`src/rtl/edge_order_bfs_pkg.sv`:
```
// Shared types and constants for the breadth-first edge ordering stage.
package edge_order_bfs_pkg;

  localparam int unsigned W = 32;
  localparam logic [W-1:0] NONE = '1;

  typedef enum logic [3:0] {
    StIdle,
    StPop,
    StScanRd,
    StScanChk,
    StEmit,
    StSeedRd,
    StSeedChk,
    StWait,
    StDone
  } state_e;

endpackage

```
`src/rtl/edge_order_bfs_node_fifo.sv`:
```
// Node queue for the BFS frontier; single-clock FIFO with asynchronous pointer reset.
module node_fifo #(
  parameter int unsigned DEPTH = 16,
  parameter int unsigned W     = 32
) (
  input  logic         clk,
  input  logic         reset,
  input  logic         push,
  input  logic         pop,
  input  logic [W-1:0] din,
  output logic [W-1:0] dout,
  output logic         empty
);

  localparam int unsigned PW = (DEPTH > 1) ? $clog2(DEPTH) : 1;

  logic [W-1:0]  mem_q [DEPTH];
  logic [PW-1:0] wr_ptr_q, rd_ptr_q;
  logic [PW:0]   count_q;
  logic          do_push, do_pop;

  assign empty   = (count_q == '0);
  assign do_push = push && (count_q != (PW+1)'(DEPTH));
  assign do_pop  = pop && !empty;
  assign dout    = mem_q[rd_ptr_q];

  always_ff @(posedge clk or posedge reset) begin
    if (reset) begin
      wr_ptr_q <= '0;
      rd_ptr_q <= '0;
      count_q  <= '0;
    end else begin
      if (do_push) wr_ptr_q <= (wr_ptr_q == PW'(DEPTH - 1)) ? '0 : wr_ptr_q + 1'b1;
      if (do_pop)  rd_ptr_q <= (rd_ptr_q == PW'(DEPTH - 1)) ? '0 : rd_ptr_q + 1'b1;
      count_q <= count_q + {{PW{1'b0}}, do_push} - {{PW{1'b0}}, do_pop};
    end
  end

  always_ff @(posedge clk) begin
    if (do_push) mem_q[wr_ptr_q] <= din;
  end

endmodule

```
`src/rtl/edge_order_bfs.sv`:
```
// Reorders the raw DFG edge list into BFS order so every emitted edge's 'a' node is already placed.
module edge_order_bfs #(
  parameter int unsigned N_NODE = 16,
  parameter int unsigned N_EDGE = 79,
  parameter int unsigned ROOT   = 0,
  parameter int unsigned W      = edge_order_bfs_pkg::W
) (
  input  logic         clk,
  input  logic         reset,
  input  logic         start,
  output logic         src_rd,
  output logic [W-1:0] src_addr,
  input  logic [W-1:0] src_data,
  input  logic [W-1:0] dst_data,
  output logic         ord_we,
  output logic [W-1:0] ord_addr,
  output logic [W-1:0] ord_a,
  output logic [W-1:0] ord_b,
  output logic         busy,
  output logic         done,
  output logic [W-1:0] n_comp
);

  import edge_order_bfs_pkg::*;

  localparam int unsigned NW = (N_NODE > 1) ? $clog2(N_NODE) : 1;
  localparam int unsigned EW = (N_EDGE > 1) ? $clog2(N_EDGE) : 1;

  state_e              state_q, ret_q;
  logic [W-1:0]        cur_q, other_q, scan_q, emit_cnt_q;
  logic [N_NODE-1:0]   visited_q;
  logic [N_EDGE-1:0]   used_q;

  logic                fifo_push, fifo_pop, fifo_empty;
  logic [W-1:0]        fifo_din, fifo_dout;
  logic [EW-1:0]       scan_idx;
  logic                src_hit, dst_hit, scan_end;
  logic [W-1:0]        other_nxt;

  assign scan_idx  = scan_q[EW-1:0];
  assign scan_end  = (scan_q == W'(N_EDGE));
  assign src_hit   = (src_data == cur_q);
  assign dst_hit   = (dst_data == cur_q);
  assign other_nxt = src_hit ? dst_data : src_data;

  // Queue pushes happen only in Idle/Emit/SeedChk and pops only in Pop, so they never collide.
  always_comb begin
    fifo_push = 1'b0;
    fifo_pop  = 1'b0;
    fifo_din  = '0;
    case (state_q)
      StIdle: begin
        if (start) begin
          fifo_push = 1'b1;
          fifo_din  = W'(ROOT);
        end
      end
      StPop: fifo_pop = !fifo_empty;
      StEmit: begin
        if (!visited_q[other_q[NW-1:0]]) begin
          fifo_push = 1'b1;
          fifo_din  = other_q;
        end
      end
      StSeedChk: begin
        if (!used_q[scan_idx]) begin
          fifo_push = 1'b1;
          fifo_din  = src_data;
        end
      end
      default: ;
    endcase
  end

  node_fifo #(
    .DEPTH(N_NODE),
    .W    (W)
  ) u_fifo (
    .clk  (clk),
    .reset(reset),
    .push (fifo_push),
    .pop  (fifo_pop),
    .din  (fifo_din),
    .dout (fifo_dout),
    .empty(fifo_empty)
  );

  always_ff @(posedge clk or posedge reset) begin
    if (reset) begin
      state_q    <= StIdle;
      ret_q      <= StIdle;
      cur_q      <= NONE;
      other_q    <= NONE;
      scan_q     <= '0;
      emit_cnt_q <= '0;
      visited_q  <= '0;
      used_q     <= '0;
      src_rd     <= 1'b0;
      src_addr   <= '0;
      ord_we     <= 1'b0;
      ord_addr   <= '0;
      ord_a      <= '0;
      ord_b      <= '0;
      busy       <= 1'b0;
      done       <= 1'b0;
      n_comp     <= '0;
    end else begin
      src_rd <= 1'b0;
      ord_we <= 1'b0;
      done   <= 1'b0;
      case (state_q)
        StIdle: begin
          if (start) begin
            visited_q  <= N_NODE'(1) << ROOT;
            used_q     <= '0;
            emit_cnt_q <= '0;
            n_comp     <= W'(1);
            busy       <= 1'b1;
            state_q    <= StPop;
          end
        end
        StPop: begin
          scan_q <= '0;
          if (!fifo_empty) begin
            cur_q   <= fifo_dout;
            state_q <= StScanRd;
          end else if (emit_cnt_q < W'(N_EDGE)) begin
            state_q <= StSeedRd;
          end else begin
            done    <= 1'b1;
            busy    <= 1'b0;
            state_q <= StDone;
          end
        end
        StScanRd: begin
          if (scan_end) begin
            state_q <= StPop;
          end else begin
            src_rd   <= 1'b1;
            src_addr <= scan_q;
            ret_q    <= StScanChk;
            state_q  <= StWait;
          end
        end
        // ROM data lands one cycle after the strobe; this state is the wait slot.
        StWait: state_q <= ret_q;
        StScanChk: begin
          if (!used_q[scan_idx] && (src_hit || dst_hit)) begin
            other_q  <= other_nxt;
            ord_we   <= 1'b1;
            ord_addr <= emit_cnt_q;
            ord_a    <= cur_q;
            ord_b    <= other_nxt;
            state_q  <= StEmit;
          end else begin
            scan_q  <= scan_q + 1'b1;
            state_q <= StScanRd;
          end
        end
        StEmit: begin
          used_q[scan_idx]             <= 1'b1;
          visited_q[other_q[NW-1:0]]   <= 1'b1;
          emit_cnt_q                   <= emit_cnt_q + 1'b1;
          scan_q                       <= scan_q + 1'b1;
          state_q                      <= StScanRd;
        end
        StSeedRd: begin
          if (scan_end) begin
            done    <= 1'b1;
            busy    <= 1'b0;
            state_q <= StDone;
          end else begin
            src_rd   <= 1'b1;
            src_addr <= scan_q;
            ret_q    <= StSeedChk;
            state_q  <= StWait;
          end
        end
        StSeedChk: begin
          if (!used_q[scan_idx]) begin
            visited_q[src_data[NW-1:0]] <= 1'b1;
            n_comp                      <= n_comp + 1'b1;
            state_q                     <= StPop;
          end else begin
            scan_q  <= scan_q + 1'b1;
            state_q <= StSeedRd;
          end
        end
        StDone:  state_q <= StIdle;
        default: state_q <= StIdle;
      endcase
    end
  end

endmodule

```
`config.mk`:
```
export PLATFORM = sky130hd
export DESIGN_NAME = edge_order_bfs
export DESIGN_NICKNAME = d
export VERILOG_FILES = /design/src/rtl/edge_order_bfs_pkg.sv /design/src/rtl/edge_order_bfs_node_fifo.sv /design/src/rtl/edge_order_bfs.sv
export SDC_FILE = /design/constraint.sdc
export NUM_CORES = 2
export LEC_CHECK = 0
export CAP_MARGIN = 30
export CORE_AREA = 5 5 280 392
export DETAILED_ROUTE_END_ITERATION = 8
export DIE_AREA = 0 0 285 397
export PLACE_DENSITY = 0.65
export RECOVER_POWER = 25
export SLEW_MARGIN = 20
export SYNTH_ARGS = -nofsm -noshare
export SYNTH_HDL_FRONTEND = slang
export SYNTH_SLANG_ARGS = --single-unit
```
`constraint.sdc`:
```
create_clock -name clk -period 18.6 [get_ports clk]
set_clock_uncertainty 0.2 [all_clocks]
set_input_delay 3.72 -clock clk [delete_from_list [all_inputs] [get_ports clk]]
set_output_delay 3.72 -clock clk [all_outputs]
set_load 0.005 [all_outputs]
```
==> summary.md <==
| Metric | Value |
|---|---|
| Avg Cell Area, Syn | 15.2 um2 |
| Mux share of post-synthesis cell area | 0.154 |
| Post-synthesis sequential area ratio | 0.661 |
| Pleak | 16.9 nW |
| Sw frac | 0.303 |
| Int Pwr | 4.18 mW |
| Worst path slowest cell | clkbuf_1 |
| Flops & latches, synth | 919 |
| Core area | 0.106 mm2 |
| P_sw | 1.82 mW |
| Post-DR vias/cell | 5.62 |
| Final Cell Area | 0.0459 mm2 |
| Overflow after GRT | 0 |
| Cts hold-fix bufs | 0 |
| # setup viols final | 0 |
| Antenna violations before repair | 7 |
| DR WL/cell | 25.0 um |
| XOR/XNOR share of the synthesized area | 0.0165 |
| Vias in the first global route | 23510 |
| Routed Antenna Nets | 0 |
| Drt first pass iters | 5 |
| Fin Hold WS | 0.273 ns |
| Number of distinct library cells after synthesis | 66 |
| Port Buffers | 230 |
| Layout cells sized above 1 | 0.192 |
| Die height | 397 um |
| Predominant post-synthesis flop cell | edfxtp_1 |
| Final Cycle Share | 0.458 |
| Post-placement cell area | 0.0426 mm2 |
| Crit start category | primary input |
| Post-Synth Simple-Gate Area | 0.0750 |
| Synth Warn # | 0 |
| CTS tree | built |
| Part of the power in combinational logic | 0.247 |
| Fmax | 117 MHz |
| CP peak stage delay | 2.29 ns |
| Post-synth EDFFs | 512 |
| CTS Buffer Depth | 3 |
| Worst Tran Pin Value | 4.42 ns |
| Initial Utilization | 0.366 |
| Asr flop ratio synth | 0.443 |
| Post-synthesis net count | 2635 |
| Cell Rows | 142 |
| Post_cts resized | 0 |
| Worst min path class | reg2reg |
| Clock Sinks | 919 |
| Initial DRC count | 1972 |
| Delay-heaviest family, CP | buffers and inverters |
| Total Power | 5.99 mW |
| Clock root buffer master | clkbuf_16 |
| Setup CP Type | in2reg |
| CP Capture Type | register |
| Clock Pin Slew Worst Setup and Hold Paths | 0.06 ns |
| Main combinational cell family by area after synthesis | multiplexers |
| Mapped cell area | 0.0388 mm2 |
| Total die area | 0.113 mm2 |
| Final hold vios | 0 |
| Routed wire length | 106000 um |
| Post-Synth Adder-Cell Area | 0.00503 |
| Clk_lat worst skew | 0.69 ns |
| Post-CTS Setup Repair Bufs | 0 |
| CP Data Arrival Time | 8.67 ns |
| GP Congestion | 0.842 |
| Setup ws final | 10.08 ns |
| CTS Buf Count | 89 |
| Reg power frac | 0.432 |
| DRC viols | 0 |
| Status | finished with violations |
| Max-Cap Viols | 6 |
| Fin crit period | 8.52 ns |
| DP Worst Slack | 10.47 ns |
| Area Growth Syn to Fin | 18.3% |
| Cell Chain, Critical Path | dlygate4sd3_1 -> nand2_2 -> clkbuf_1 -> o21ai_2 -> o211ai_1 -> nor2b_4 -> buf_4 |
| VDD IR max | 0.0000706 V |
| Worst path buffer plus inverter count | 3 |
| IO Pins | 231 |
| Pwr Density | 131 mW/mm2 |
| Synth Area in Compound Gates | 0.0656 |
| Failing checks | capacitance limit, slew limit |
| Die W | 285 um |
| Worst EP required | 18.75 ns |
| Max-slew violation count | 320 |
| Largest net degree at the start of global routing | 89 |
| Clk network pwr share | 0.321 |
| Global Route Usage Sum | 0.182 |
| Setup TNS | 0 ns |
| First-pass GRT wire length | 156000 um |
| Mapped Cells | 2553 |
| Vias | 23749 |
| H-Tree Depth | 3 |
| Critical path peak fanout | 59 |
| Rel. slew slack | -1.96 |
| Detailed Place HPWL | 66100 um |
| RSZ-0062 raised after global routing | false |
| Fin nets | 2861 |
## layout make-up
type / count / area, um2
Clock inverter: 48 / 661
Inverter: 30 / 114
Fill cell: 9347 / 60200
Clock buffer: 120 / 2490
Antenna cell: 5 / 12.5
Sequential cell: 919 / 25600
Tap cell: 1368 / 1710
Timing Repair Buffer: 289 / 2870
Multi-Input combinational cell: 1450 / 12400
## stage by stage
step           instances   util
6_report            4229  0.432
5_1_grt             4225  0.432
4_1_cts             4217  0.432
3_5_place_dp        4049  0.402
3_3_place_gp        4042  0.401
2_1_floorplan       2553      -
## cells by family after synthesis
group | after synthesis
AO/OA/AOI/OAI | 414
XOR/XNOR | 73
adder cells (fa/ha/maj) | 15
buffers and inverters | 184
flip-flops | 919
multiplexers | 369
AND/OR/NAND/NOR | 579
## placed cells by master, fill, tap and decap left out, drive strengths merged, types with 34 or more instances in the layout
master and instances:
mux2i 68, nor2 195, dfrtp 343, inv 34, nand2 84, o21ai 63
dfstp 64, nand3 63, buf 52, nor4 34, clkbuf 127, xor2 66
clkdlybuf4s50 228, a22o 49, a21oi 195, mux2 131, mux4 170, edfxtp 512
## worst paths after layout
kind	from	endpoint	slack [ns]	depth (start not counted)
max	start	u_fifo.mem_q[7][11]	10.08	7
min	ret_q[1]	ret_q[1]	0.27	1
max reg2reg	scan_q[1]	u_fifo.mem_q[14][6]	11.93	10
min reg2reg	ret_q[1]	ret_q[1]	0.27	1
max in group asynchronous	reset	other_q[2]	10.62	5
min in group asynchronous	reset	emit_cnt_q[19]	4.65	2
## cells in the mapped netlist (all sizes together) (6+ instances only)
cell type	n	area share
a21oi	195	0.025
a22o	49	0.011
and2	12	0.0019
and3	33	0.0053
and4	8	0.0018
buf	76	0.012
clkbuf	78	0.0075
dfrtp	343	0.22
dfstp	64	0.043
edfxtp	512	0.40
ha	14	0.0045
inv	30	0.0029
mux2	131	0.038
mux2i	68	0.018
mux4	170	0.099
nand2	84	0.0081
nand2b	19	0.0031
nand3	63	0.0081
nand4	33	0.0053
nor2	195	0.019
nor2b	11	0.0018
nor3	17	0.0023
nor4	34	0.0056
o211ai	19	0.0037
o21a	7	0.0014
o21ai	63	0.0082
o22ai	23	0.0037
o31a	7	0.0016
o31ai	23	0.0045
or2	6	0.00097
or3	29	0.0047
or4	24	0.0046
xnor2	7	0.0016
xor2	66	0.015
## power by group through the flow
| stage | Clock (mW) | Combinational (mW) | Sequential, mW |
|---|---|---|---|
| 3_3_place_gp | 0 | 1.41 | 2.65 |
| 6_report | 1.92 | 1.48 | 2.59 |
| 5_1_grt | 2.04 | 1.59 | 2.61 |
| 4_1_cts | 1.96 | 1.46 | 2.61 |
| 2_1_floorplan | 0 | 1.12 | 2.49 |
| 3_5_place_dp | 0 | 1.46 | 2.65 |
## sequential cells by signal, summed over array words and instances, names as in the netlist, 32 cells and up
signal	cells
used_q	79
scan_q	32
src_addr	32
ord_addr	32
u_fifo.mem_q	512
ord_b	32
cur_q	32
ord_a	32
n_comp	32
emit_cnt_q	32
other_q	32
## per-layer routing
| layer | wire length [um] | track usage |
|---|---|---|
| met5 | 13 | 0 |
| met2 | 50600 | 0.297 |
| met3 | 8680 | 0.0382 |
| met1 | 43700 | 0.250 |
| met4 | 2580 | 0.0526 |
No activity file was read; power rests on OpenSTA's default activity.
